## config.mk

```make
export PLATFORM = sky130hd
export DESIGN_NAME = axi_interconnect_v2
export DESIGN_NICKNAME = d
export VERILOG_FILES = /design/src/rtl/axi_interconnect_v2.sv
export SDC_FILE = /design/constraint.sdc
export NUM_CORES = 1
export LEC_CHECK = 0
export ABC_CLOCK_PERIOD_IN_PS = 12700
export BUFFER_PORTS_ARGS = -buffer_cell sky130_fd_sc_hd__buf_2
export CAP_MARGIN = 10
export CELL_PAD_IN_SITES_DETAIL_PLACEMENT = 0
export CELL_PAD_IN_SITES_GLOBAL_PLACEMENT = 1
export CORE_AREA = 3 3 293 295
export DETAILED_ROUTE_END_ITERATION = 7
export DIE_AREA = 0 0 296 298
export PLACE_DENSITY_LB_ADDON = 0.1
export SLEW_MARGIN = 30
export SYNTH_ARGS = -nofsm -noshare
export SYNTH_HDL_FRONTEND = slang
export SYNTH_SLANG_ARGS = --single-unit
```

## constraint.sdc

```tcl
create_clock -name s_axi_aclk -period 12.7 [get_ports s_axi_aclk]
set_clock_uncertainty 0.2 [all_clocks]
set_input_delay 2.54 -clock s_axi_aclk [delete_from_list [all_inputs] [get_ports s_axi_aclk]]
set_output_delay 2.54 -clock s_axi_aclk [all_outputs]
set_load 0.01 [all_outputs]
```

## src/rtl/axi_interconnect_v2.sv

```systemverilog
// axi_interconnect_v2: AXI4-Lite control slave for the ternary fabric.
// Holds the job config registers, start/busy/done control, per-lane result
// readback and the write-only SRAM bank windows. One write and one read may
// be outstanding at a time; AW and W are buffered independently.
// Optional feature macro: AXI_INTERCONNECT_IRQ_EN (adds irq port and IRQ_EN at 0x20).
module axi_interconnect_v2 #(
    parameter int ADDR_WIDTH      = 32,
    parameter int DATA_WIDTH      = 32,
    parameter int NUM_LANES       = 15,
    parameter int NUM_SRAM_BANKS  = 2,
    parameter int SRAM_ADDR_WIDTH = 10,
    parameter int SRAM_DATA_WIDTH = 24
) (
    input  logic                        s_axi_aclk,
    input  logic                        s_axi_areset,
    input  logic [ADDR_WIDTH-1:0]       s_axi_awaddr,
    input  logic                        s_axi_awvalid,
    output logic                        s_axi_awready,
    input  logic [DATA_WIDTH-1:0]       s_axi_wdata,
    input  logic                        s_axi_wvalid,
    output logic                        s_axi_wready,
    output logic [1:0]                  s_axi_bresp,
    output logic                        s_axi_bvalid,
    input  logic                        s_axi_bready,
    input  logic [ADDR_WIDTH-1:0]       s_axi_araddr,
    input  logic                        s_axi_arvalid,
    output logic                        s_axi_arready,
    output logic [DATA_WIDTH-1:0]       s_axi_rdata,
    output logic [1:0]                  s_axi_rresp,
    output logic                        s_axi_rvalid,
    input  logic                        s_axi_rready,
    output logic [ADDR_WIDTH-1:0]       fabric_base_addr,
    output logic [15:0]                 fabric_depth,
    output logic [7:0]                  fabric_stride,
    output logic [31:0]                 fabric_exec_hints,
    output logic [15:0]                 fabric_lane_count,
    output logic                        fabric_start,
    input  logic                        fabric_done,
    input  logic [NUM_LANES*32-1:0]     vector_results,
    output logic [SRAM_ADDR_WIDTH-1:0]  sram_waddr,
    output logic [SRAM_DATA_WIDTH-1:0]  sram_wdata,
    output logic [NUM_SRAM_BANKS-1:0]   sram_we
`ifdef AXI_INTERCONNECT_IRQ_EN
    ,
    output logic                        irq
`endif
);

    localparam logic [1:0]  RESP_OKAY   = 2'b00;
    localparam logic [1:0]  RESP_SLVERR = 2'b10;
    localparam logic [31:0] VERSION     = 32'h0002_0000 | 32'(NUM_LANES);

    logic                       aw_held_reg, w_held_reg, bvalid_reg, rvalid_reg;
    logic [ADDR_WIDTH-1:0]      awaddr_reg;
    logic [31:0]                wdata_reg, rdata_reg;
    logic [1:0]                 bresp_reg, rresp_reg;
    logic [ADDR_WIDTH-1:0]      base_addr_reg;
    logic [15:0]                depth_reg, lane_count_reg;
    logic [7:0]                 stride_reg;
    logic [31:0]                hints_reg;
    logic                       busy_reg, done_sticky_reg, start_reg, irq_enable_reg;
    logic [NUM_SRAM_BANKS-1:0]  sram_we_reg, sram_we_next;
    logic [SRAM_ADDR_WIDTH-1:0] sram_waddr_reg;
    logic [SRAM_DATA_WIDTH-1:0] sram_wdata_reg;

    // Write decode results (driven from the held AW/W registers)
    logic       wr_commit, wr_err, wr_start, wr_w1c, wr_base, wr_depth, wr_stride;
    logic       wr_hints, wr_lanes, wr_irq, wr_sram;
    logic [3:0] wr_win, wr_bank;
    logic [9:0] wr_word;
    // Read decode results (driven from the live AR channel)
    logic [3:0]  rd_win;
    logic [9:0]  rd_word;
    logic [31:0] rd_data;
    logic        rd_err;
    logic [31:0] lane_word [64];
    logic        unused_addr_bits;

    assign s_axi_awready     = !aw_held_reg && !bvalid_reg;
    assign s_axi_wready      = !w_held_reg && !bvalid_reg;
    assign s_axi_arready     = !rvalid_reg;
    assign s_axi_bvalid      = bvalid_reg;
    assign s_axi_bresp       = bresp_reg;
    assign s_axi_rvalid      = rvalid_reg;
    assign s_axi_rresp       = rresp_reg;
    assign s_axi_rdata       = rdata_reg;
    assign fabric_base_addr  = base_addr_reg;
    assign fabric_depth      = depth_reg;
    assign fabric_stride     = stride_reg;
    assign fabric_exec_hints = hints_reg;
    assign fabric_lane_count = lane_count_reg;
    assign fabric_start      = start_reg;
    assign sram_waddr        = sram_waddr_reg;
    assign sram_wdata        = sram_wdata_reg;
    assign sram_we           = sram_we_reg;
`ifdef AXI_INTERCONNECT_IRQ_EN
    assign irq = done_sticky_reg & irq_enable_reg;
`endif
    assign unused_addr_bits = ^{s_axi_araddr, awaddr_reg};

    assign wr_commit = aw_held_reg && w_held_reg;
    assign wr_win    = awaddr_reg[15:12];
    assign wr_word   = awaddr_reg[11:2];
    assign wr_bank   = wr_win - 4'd1;
    assign rd_win    = s_axi_araddr[15:12];
    assign rd_word   = s_axi_araddr[11:2];

    // Lane results padded to 64 entries so a 6-bit index never runs off the end
    genvar gi;
    generate
        for (gi = 0; gi < 64; gi++) begin : g_lane
            if (gi < NUM_LANES) begin : g_on
                assign lane_word[gi] = vector_results[gi*32 +: 32];
            end else begin : g_off
                assign lane_word[gi] = 32'd0;
            end
        end
        for (gi = 0; gi < NUM_SRAM_BANKS; gi++) begin : g_we
            assign sram_we_next[gi] = wr_commit && wr_sram && (wr_bank == 4'(gi));
        end
    endgenerate

    // Classify the held write: which target it hits and whether it is rejected
    always_comb begin
        wr_err = 1'b1;  wr_start = 1'b0; wr_w1c = 1'b0; wr_base = 1'b0;
        wr_depth = 1'b0; wr_stride = 1'b0; wr_hints = 1'b0; wr_lanes = 1'b0;
        wr_irq = 1'b0;  wr_sram = 1'b0;
        if (wr_win == 4'd0) begin
            case (wr_word)
                10'h000: begin wr_err = wdata_reg[0] && busy_reg; wr_start = wdata_reg[0] && !busy_reg; end
                10'h001: begin wr_err = 1'b0; wr_w1c = wdata_reg[1]; end
                10'h002: begin wr_err = busy_reg; wr_base   = !busy_reg; end
                10'h003: begin wr_err = busy_reg; wr_depth  = !busy_reg; end
                10'h004: begin wr_err = busy_reg; wr_stride = !busy_reg; end
                10'h005: begin wr_err = busy_reg; wr_hints  = !busy_reg; end
                10'h006: begin wr_err = busy_reg; wr_lanes  = !busy_reg; end
`ifdef AXI_INTERCONNECT_IRQ_EN
                10'h008: begin wr_err = 1'b0; wr_irq = 1'b1; end
`endif
                default: wr_err = 1'b1;
            endcase
        end else if ({28'd0, wr_bank} < NUM_SRAM_BANKS) begin
            wr_err  = 1'b0;
            wr_sram = 1'b1;
        end
    end

    // Read mux; errors return the DEADBEEF marker
    always_comb begin
        rd_data = 32'd0;
        rd_err  = 1'b1;
        if (rd_win == 4'd0) begin
            rd_err = 1'b0;
            case (rd_word)
                10'h000: rd_data = 32'd0;
                10'h001: rd_data = {30'd0, done_sticky_reg, busy_reg};
                10'h002: rd_data = 32'(base_addr_reg);
                10'h003: rd_data = {16'd0, depth_reg};
                10'h004: rd_data = {24'd0, stride_reg};
                10'h005: rd_data = hints_reg;
                10'h006: rd_data = {16'd0, lane_count_reg};
                10'h007: rd_data = VERSION;
`ifdef AXI_INTERCONNECT_IRQ_EN
                10'h008: rd_data = {31'd0, irq_enable_reg};
`endif
                default: begin
                    if (rd_word[9:6] == 4'b0001 && {26'd0, rd_word[5:0]} < NUM_LANES)
                        rd_data = lane_word[rd_word[5:0]];
                    else
                        rd_err = 1'b1;
                end
            endcase
        end
        if (rd_err) rd_data = 32'hDEAD_BEEF;
    end

    // AW/W holding registers and the write response
    always_ff @(posedge s_axi_aclk or posedge s_axi_areset) begin
        if (s_axi_areset) begin
            aw_held_reg <= 1'b0; w_held_reg <= 1'b0;
            awaddr_reg  <= '0;   wdata_reg  <= '0;
            bvalid_reg  <= 1'b0; bresp_reg  <= RESP_OKAY;
        end else begin
            if (s_axi_awvalid && s_axi_awready) begin
                aw_held_reg <= 1'b1;
                awaddr_reg  <= s_axi_awaddr;
            end
            if (s_axi_wvalid && s_axi_wready) begin
                w_held_reg <= 1'b1;
                wdata_reg  <= s_axi_wdata;
            end
            if (wr_commit) begin
                aw_held_reg <= 1'b0;
                w_held_reg  <= 1'b0;
                bvalid_reg  <= 1'b1;
                bresp_reg   <= wr_err ? RESP_SLVERR : RESP_OKAY;
            end else if (bvalid_reg && s_axi_bready) begin
                bvalid_reg  <= 1'b0;
            end
        end
    end

    // Config registers and SRAM port, updated only by accepted writes
    always_ff @(posedge s_axi_aclk or posedge s_axi_areset) begin
        if (s_axi_areset) begin
            base_addr_reg <= '0; depth_reg <= '0; stride_reg <= '0; hints_reg <= '0;
            lane_count_reg <= 16'(NUM_LANES);
            irq_enable_reg <= 1'b0;
            sram_we_reg <= '0; sram_waddr_reg <= '0; sram_wdata_reg <= '0;
        end else begin
            sram_we_reg <= sram_we_next;
            if (wr_commit) begin
                if (wr_base)   base_addr_reg <= ADDR_WIDTH'(wdata_reg);
                if (wr_depth)  depth_reg     <= wdata_reg[15:0];
                if (wr_stride) stride_reg    <= wdata_reg[7:0];
                if (wr_hints)  hints_reg     <= wdata_reg;
                if (wr_lanes)  lane_count_reg <= (wdata_reg == 32'd0 || wdata_reg > 32'(NUM_LANES))
                                                 ? 16'(NUM_LANES) : wdata_reg[15:0];
                if (wr_irq)    irq_enable_reg <= wdata_reg[0];
                if (wr_sram) begin
                    sram_waddr_reg <= awaddr_reg[SRAM_ADDR_WIDTH+1:2];
                    sram_wdata_reg <= wdata_reg[SRAM_DATA_WIDTH-1:0];
                end
            end
        end
    end

    // Start/busy/done control; done overrides a same-cycle W1C
    always_ff @(posedge s_axi_aclk or posedge s_axi_areset) begin
        if (s_axi_areset) begin
            busy_reg <= 1'b0; done_sticky_reg <= 1'b0; start_reg <= 1'b0;
        end else begin
            start_reg <= wr_commit && wr_start;
            if (wr_commit && wr_start) begin
                busy_reg        <= 1'b1;
                done_sticky_reg <= 1'b0;
            end else if (wr_commit && wr_w1c) begin
                done_sticky_reg <= 1'b0;
            end
            if (fabric_done && busy_reg) begin
                busy_reg        <= 1'b0;
                done_sticky_reg <= 1'b1;
            end
        end
    end

    // Read channel: capture on AR handshake, hold until rready
    always_ff @(posedge s_axi_aclk or posedge s_axi_areset) begin
        if (s_axi_areset) begin
            rvalid_reg <= 1'b0; rdata_reg <= '0; rresp_reg <= RESP_OKAY;
        end else if (s_axi_arvalid && s_axi_arready) begin
            rvalid_reg <= 1'b1;
            rdata_reg  <= rd_data;
            rresp_reg  <= rd_err ? RESP_SLVERR : RESP_OKAY;
        end else if (rvalid_reg && s_axi_rready) begin
            rvalid_reg <= 1'b0;
        end
    end

endmodule
```

* Yosys cells after proc, flatten, opt, wreduce, memory -nomap -nowiden
Cells that the tools add are included.
** Operators by class
- $add $sub $neg :: 1
- $lt $le $gt $ge :: 4
- Eq/ne operators :: 15
- Mux-type cells :: 45
- Bitwise logic cells :: 1
- Reduce and logical (&&, ||, !) cells :: 43
** Operators by type and width (number)
- case mux 32 bit (8 select lines) :: 1
- binary-select mux 32 bit (select 6 bit) :: 1
- two-way mux 32 bit :: 5
- == test 10 x 3 -> 1 bit, second input constant :: 7
- == test 10 x 2 -> 1 bit, second input constant :: 4
- two-way mux 1 bit :: 34
- greater-than comparator 32 x 4 -> 1 bit, second input constant :: 1
- logical NOT 32 bit :: 1
- == test 10 x 1 -> 1 bit, second input constant :: 2
- logical NOT 10 bit :: 2
- logical AND 1 bit :: 17
- two-way mux 16 bit :: 1
- logical NOT 4 bit :: 3
- AND reduction 2 bit :: 6
- nonzero test 2 bit :: 5
- == test 4 x 1 -> 1 bit, second input constant :: 2
- OR reduction 8 bit :: 1
- >= comparator 7 bit, second input constant :: 1
- inverter 6 -> 7 bit :: 1
- less-than comparator 6 x 4 -> 1 bit, second input constant :: 1
- logical NOT 1 bit :: 5
- OR reduction 5 bit :: 1
- less-than comparator 4 x 2 -> 1 bit, second input constant :: 1
- two-way mux 2 bit :: 2
- other kinds (4) :: 4
** Storage, ports and cells
- Register bits :: 231
- Input bits :: 584
- Output and inout port bits :: 182

* Depth between registers and ports, before layout
Gate-level depths: netlist (run 1).
- Depth after elaboration :: 8
- Mapped depth :: 9
- Gate-level depth less buffers :: 7

* Worst setup path before layout (run 1)
OpenSTA, ideal clock, no wires.
- Path kind :: input to register
- From :: in s_axi_araddr[3]
- To :: reg rdata_reg[14] (netlist: s_axi_rdata[14])
- Library setup time :: 0.122 ns
- Arrival :: 3.825 ns
- Path slack :: 8.554 ns
- Cell stages on the path :: 8
- Path buffers :: 4
- Cell sequence :: buf_6 buf_12 buf_6 buf_6 mux4_2 o21ai_0 nand2_1 a32o_1
** On the way
- Word-level cells in the longest chain between the ends :: 8
- Elaborated cells between the ends (all ways) :: 22
- Those cells by class :: 1 x order compare; 7 x eq/ne; 10 x mux; 1 x bitwise; 3 x reduce/logical
** RTL lines
- from (decl) :: RTL line 25 : input logic [ADDR_WIDTH-1:0] s_axi_araddr,
- inverter 6 -> 7 bit (implied by the code) :: RTL line 168 : rd_data = lane_word[rd_word[5:0]];
- binary-select mux 32 bit (select 6 bit) :: RTL line 168
- two-way mux 32 bit (implied by the code) (2 in series) :: RTL line 168
- two-way mux 32 bit :: RTL line 167 : if (rd_word[9:6] == 4'b0001 && {26'd0, rd_word[5:0]} < NUM_LANES)
- case mux 32 bit (8 select lines) :: RTL line 154 : case (rd_word)
- two-way mux 32 bit :: RTL line 152 : if (rd_win == 4'd0) begin
- two-way mux 32 bit * :: RTL line 174 : if (rd_err) rd_data = 32'hDEAD_BEEF;
- to (signal assigned) :: RTL line 253 : rdata_reg <= rd_data;
- to (decl) :: RTL line 55 : logic [31:0] wdata_reg, rdata_reg;
Mark *: on every way between the ends. The rest lies on a longest branch, timed or not. The select of a mux whose other input is x is not followed.
A chain may end at the register's enable or synchronous reset.

* Final worst setup path (run 1)
- From :: in s_axi_araddr[3]
- To :: reg rdata_reg[20] (netlist: s_axi_rdata[20])
The elaborated chain is that of the path after synthesis.

==> results of run 1 <==
==> critical path: stages <==
cell,delay [ns]
buf_8,0.37
buf_4,0.57
buf_4,0.75
mux2i_1,0.33
o221ai_1,0.21
o21ai_0,0.25
nand2_1,0.17
a32o_1,0.29
==> layout make-up <==
class / instances / area [sq um]
inverter: 21 / 86.3
clock buffer: 41 / 863
sequential: 227 / 5690
fill: 9122 / 63500
tap: 1080 / 1350
clock inverter: 16 / 234
antenna: 25 / 62.6
multi-input combinational: 818 / 7820
timing repair buffer: 751 / 3840
==> layout by cell type (no fill, tap or decap), drive strengths merged, types with 6 or more instances in the layout <==
cell,n
a32o,7
o22ai,12
clkbuf,41
o211ai,10
a22o,16
a2111oi,6
a221oi,16
diode,25
nand2,68
a21oi,21
nor2,47
mux4,62
a31oi,21
nor4,15
a211oi,13
nor2b,26
mux2,182
nand3,17
buf,751
a22oi,21
o21ai,50
inv,23
nand2b,17
o221ai,10
dfrtp,223
mux2i,109
==> where the power goes <==
group          internal (mW)  switching, mW  total [mW]  leakage (nW)
registers              0.853          0.208        1.06          2.88
logic                  0.320          0.313       0.633          6.09
clock network          0.580          0.369       0.949         0.529
==> per-layer routing <==
metal / global-route usage / wire (microns) / vias up
met4: 0.0713 / 2890 / 14
met3: 0.0523 / 6870 / 139
met5: 0 / 87 / -
met1: 0.235 / 36000 / 6851
met2: 0.344 / 45800 / 554
li1: - / - / 5890
==> final timing paths <==
check	startpoint	end	slack [ns]	depth (start not counted)
min reg2reg	s_axi_rdata[14]	s_axi_rdata[14]	0.29	1
max	s_axi_araddr[3]	s_axi_rdata[20]	7.37	8
max reg2reg	awaddr_reg[8]	fabric_exec_hints[30]	9.72	6
min in group asynchronous	s_axi_areset	sram_waddr[8]	1.91	2
min	s_axi_rdata[14]	s_axi_rdata[14]	0.29	1
max in group asynchronous	s_axi_areset	fabric_base_addr[3]	8.96	3
==> cell families after synthesis <==
kind of cell    count (synthesis)  synth area share
compound gates                243             0.124
fa+ha+maj                       4           0.00350
buf+inv                       119            0.0597
flops                         227             0.397
mux                           353             0.336
other cells                     1          0.000262
simple gates                  216            0.0798
==> results.cfg, run 1 <==
[status]
status = finished, final reports clean

[run]
maxCapViolCount = 0

[placed_design]
place.gp.congestion = 0.889
io_buffers = 727
dp.cells = 2897
dpl-instance-area_sq_mm = 0.0188
place_ws_ns = 6.68
hpwlAfterDp_microns = 74700

[sta]
fin_setup_tns_ns = 0
worst_slew_pin_slew_ns = 0.914
rsz0062_at_grt = no
drv_slew = 0
setup_violations = 0
fin_ws_ns = 7.37
fin_hold_ws_ns = 0.288
final-hold-violation-count = 0
slew_headroom = 0.390
max_freq_ghz = 0.188
period_needed_ns = 5.33
period_share = 0.420

[layout]
fin_nets = 2438
final_area_sq_mm = 0.0199
utilization = 0.239
syn_to_final_growth_pct = 39.4
finalNonFillerCells = 2979
drive_gt1_frac = 0.577

[routing]
ant_nets = 0
drt_iter0_drc = 780
drt_wl_total_microns = 91600
viasPerCell = 4.51
drc = 0
vias = 13400
firstDrtPassIters = 4
drt-wirelength-per-cell_microns = 30.8

[setup_path]
cp-end-kind = register
critPathKind = input port to register
cp_data_required_time_ns = 12.98
crit_fanout = 61
start_kind = input port
worstPathArrival_ns = 5.61

[floorplanning]
ioPinCount = 766
rows = 106
dieArea_sq_mm = 0.0882
fp.dieW_microns = 296
core_area_sq_mm = 0.0834
die_y_microns = 298
initial_core_util = 0.171

[global_routing]
grt_use_total = 0.199
grt_overflow_total = 0
antenna_found_initial = 49
grt_pass1_vias = 14300
grt_pass1_wl_microns = 122000
grt_max_degree = 108

[synth]
synthesis.instances = 1163
seq_area_frac_synth = 0.397
yosys_register_bits = 227
synth_commonest_cells = dfrtp_1 (223), mux2_2 (112), mux2i_1 (109)
netlist_area_sq_mm = 0.0143
synth_top_area_frac = 0.390
synth_area_leaders = dfrtp_1 (39%), mux4_2 (9.8%), mux2_2 (8.8%), mux2i_1 (7.6%), mux2_4 (7.3%)
synthArstFlopShare = 1.00
synthFlopType = dfrtp_1
syn_area_per_cell_sq_um = 12.3
synth_edf_count = 0
synthDistinctLibCells = 72
synth_most_common_cell = dfrtp_1
synth_top_area_cell = dfrtp_1
yosys_warnings = 0

[cts]
clk_pin_slew_worst_paths_ns = 0.07
clockRootBuffer = clkbuf_16
cts-resized-gates = 0
cts_sinks = 227
postCtsSetupBuffers = 0
htree_levels = 1
clk_latency_ns = 0.60
holdBufCountCts = 0
numCtsBuffers = 31
clockBufferDepth = 3
cts_tree = done

[power_and_ir_drop]
power_mw = 2.64
power.density_mw_per_mm2 = 133
p_leak_nw = 9.49
worst_ir_drop_vdd_v = 0.000147

[hold_path]
hp-class = register to register
Power figures use the tool's default switching activity.
==> run 2: changes to the inputs <==
--- a/config.mk
+++ b/config.mk
@@ -5,14 +5,15 @@
 export SDC_FILE = /design/constraint.sdc
 export NUM_CORES = 1
 export LEC_CHECK = 0
-export ABC_CLOCK_PERIOD_IN_PS = 12700
+export ABC_AREA = 1
+export ABC_CLOCK_PERIOD_IN_PS = 4400
 export BUFFER_PORTS_ARGS = -buffer_cell sky130_fd_sc_hd__buf_2
 export CAP_MARGIN = 10
 export CELL_PAD_IN_SITES_DETAIL_PLACEMENT = 0
 export CELL_PAD_IN_SITES_GLOBAL_PLACEMENT = 1
-export CORE_AREA = 3 3 293 295
+export CORE_AREA = 3 3 298 300
 export DETAILED_ROUTE_END_ITERATION = 7
-export DIE_AREA = 0 0 296 298
+export DIE_AREA = 0 0 301 303
 export PLACE_DENSITY_LB_ADDON = 0.1
 export SLEW_MARGIN = 30
 export SYNTH_ARGS = -nofsm -noshare
==> constraint.sdc (replaced) <==
create_clock -name s_axi_aclk -period 4.4 [get_ports s_axi_aclk]
set_clock_uncertainty 0.2 [all_clocks]
set_input_delay 0.88 -clock s_axi_aclk [delete_from_list [all_inputs] [get_ports s_axi_aclk]]
set_output_delay 0.88 -clock s_axi_aclk [all_outputs]
set_load 0.01 [all_outputs]
==> results.cfg, run 2 <==
[status]
status = finished, final reports clean

[cts]
clockRootBuffer = clkbuf_16
cts_sinks = 227
clk_latency_ns = 0.57
cts_tree = done
clockBufferDepth = 3
clk_pin_slew_worst_paths_ns = 0.06
numCtsBuffers = 28
holdBufCountCts = 0
postCtsSetupBuffers = 0
htree_levels = 1
cts-resized-gates = 0

[synth]
synthesis.instances = 2046
synthFlopType = dfrtp_1
synth_mux_area_frac = 0
synth_most_common_cell = nand2_1
yosys_warnings = 0
synth_top_family_by_area = simple AND/OR/NAND/NOR gates
synthAdderAreaFrac = 0.00365
synth_commonest_cells = nand2_1 (790), dfrtp_1 (223), nor2_1 (174)
synth_top_area_frac = 0.407
synth_area_leaders = dfrtp_1 (41%), nand2_1 (22%), a21oi_1 (5.0%), o21ai_0 (4.9%), nor2_1 (4.8%)
syn_area_per_cell_sq_um = 6.69
yosys_register_bits = 227
synth-compound-area-share = 0.128
synthDistinctLibCells = 33
synth-simple-area-share = 0.367
netlist_area_sq_mm = 0.0137
synth_top_area_cell = dfrtp_1
seq_area_frac_synth = 0.415
synth_edf_count = 0
synthArstFlopShare = 1.00
synth-xor-area-share = 0.000640

[power_and_ir_drop]
seqPwrFrac = 0.385
p_int_mw = 4.46
p_leak_nw = 10.1
switchingPower_mw = 2.43
clockPowerShare = 0.345
worst_ir_drop_vdd_v = 0.000380
p_comb_frac = 0.270
switching_share = 0.352
power.density_mw_per_mm2 = 348

[global_routing]
grt_overflow_total = 0
grt_use_total = 0.201
grt_pass1_wl_microns = 132000
antenna_found_initial = 64
grt_max_degree = 81
grt_pass1_vias = 16900

[setup_path]
cp-end-kind = register
crit_top_cell = nor2_4
reg2reg_slack_ns = 1.52
cp_data_required_time_ns = 4.71
worstPathArrival_ns = 3.44
cp_top_family = simple AND/OR/NAND/NOR gates
crit_chain = buf_2 -> nor2_1 -> nand4_1 -> nor2_2 -> nor2_4 -> nor2_4 -> buf_4 -> nand3_1 -> nand2_1
crit_buf_inv = 2
critPathKind = input port to register
crit_slowest_cell = nor2_2
start_kind = input port
crit_fanout = 18
slowest_delay_ns = 0.70

[run]
maxCapViolCount = 0

[sta]
rsz0062_at_grt = no
drv_slew = 0
period_share = 0.712
fin_setup_tns_ns = 0
period_needed_ns = 3.13
setup_violations = 0
slew_headroom = 0.308
final-hold-violation-count = 0
max_freq_ghz = 0.319
worst_slew_pin_slew_ns = 1.03

[routing]
drc = 0
viasPerCell = 4.24
vias = 16700
ant_nets = 0
firstDrtPassIters = 5
drt_iter0_drc = 1103
drt-wirelength-per-cell_microns = 24.6
drt_wl_total_microns = 96600

[hold_path]
hp-class = input port to asynchronous set/reset pin

[placed_design]
dpl-instance-area_sq_mm = 0.0188
hpwlAfterDp_microns = 79400
place.gp.congestion = 0.890
dp.cells = 3845
io_buffers = 727

[floorplanning]
dieArea_sq_mm = 0.0912
rows = 108
core_area_sq_mm = 0.0865
die_y_microns = 303
initial_core_util = 0.158
ioPinCount = 766
fp.dieW_microns = 301

[layout]
drive_gt1_frac = 0.314
layout_commonest_cell = nand2_1
syn_to_final_growth_pct = 44.4
finalNonFillerCells = 3932
utilization = 0.229
fillerInstances = 10100
fin_nets = 3308
final_area_sq_mm = 0.0198
layout_common_cells = nand2_1 (788), buf_2 (727), dfrtp_1 (223)
run 2: final cells by class:
class | count | area, sq um | area share
diodes | 36 | 90.1 | 0.00456
clock buffers | 40 | 806 | 0.0407
clock inverters | 11 | 125 | 0.00633
inverters | 157 | 596 | 0.0301
multi-input cells | 1538 | 6880 | 0.348
flip-flops and latches | 227 | 5690 | 0.287
well taps | 1155 | 1450 | 0.0731
repair buffers | 768 | 4150 | 0.210
run 2: kinds of logic after synthesis:
kind of cell | Yosys count
DFF | 227
buffers and inverters | 282
adders and majority gates | 4
other | 1
AOI/OAI and AO/OA | 326
and+or+nand+nor | 1205
xor gates and xnor gates | 1
run 2: final timing paths:
path                       cells after the start              from                     to
setup / recovery                               9  s_axi_araddr[11]        s_axi_rdata[24]
hold / removal                                 2      s_axi_areset          sram_waddr[7]
setup reg to reg                               7     awaddr_reg[8]  fabric_exec_hints[24]
hold reg to reg                                2     wdata_reg[12]       fabric_depth[12]
max in group asynchronous                      4      s_axi_areset         s_axi_rdata[1]
min in group s_axi_aclk                        2     wdata_reg[12]       fabric_depth[12]
run 2: power groups by stage:
stage	combinational (mW)	clock [mW]	sequential (mW)
after floorplan	0.902	0	2.70
after global placement	1.88	0	2.70
after detailed placement	1.90	0	2.69
after CTS	1.91	2.48	2.66
after global routing	2.12	2.56	2.70
final	1.86	2.38	2.65
run 2: worst reg2reg max path, stage by stage, from the launching register on:
cell and delay, ns:
dfrtp_1 0.36, inv_1 0.10, nand4_1 0.25, nor3_1 0.46
nand3_2 0.68, buf_4 0.51, nand2_1 0.11, o21ai_0 0.08
run 2: stage by stage:
stage                     hold slack (ns)  power (mW)  setup WS [ns]
after detailed placement            0.259        4.59          0.652
after CTS                           0.205        7.05           1.26
final                               0.212        6.89           1.27
after global placement              0.258        4.58          0.674
after global routing                0.235        7.37           1.09
after floorplan                     0.244        3.60          0.357
run 2: metal layers:
layer / part of all wire / track usage
met5: 0.0011 / 0
met4: 0.021 / 0.0740
met3: 0.063 / 0.0482
met2: 0.50 / 0.347
met1: 0.41 / 0.243
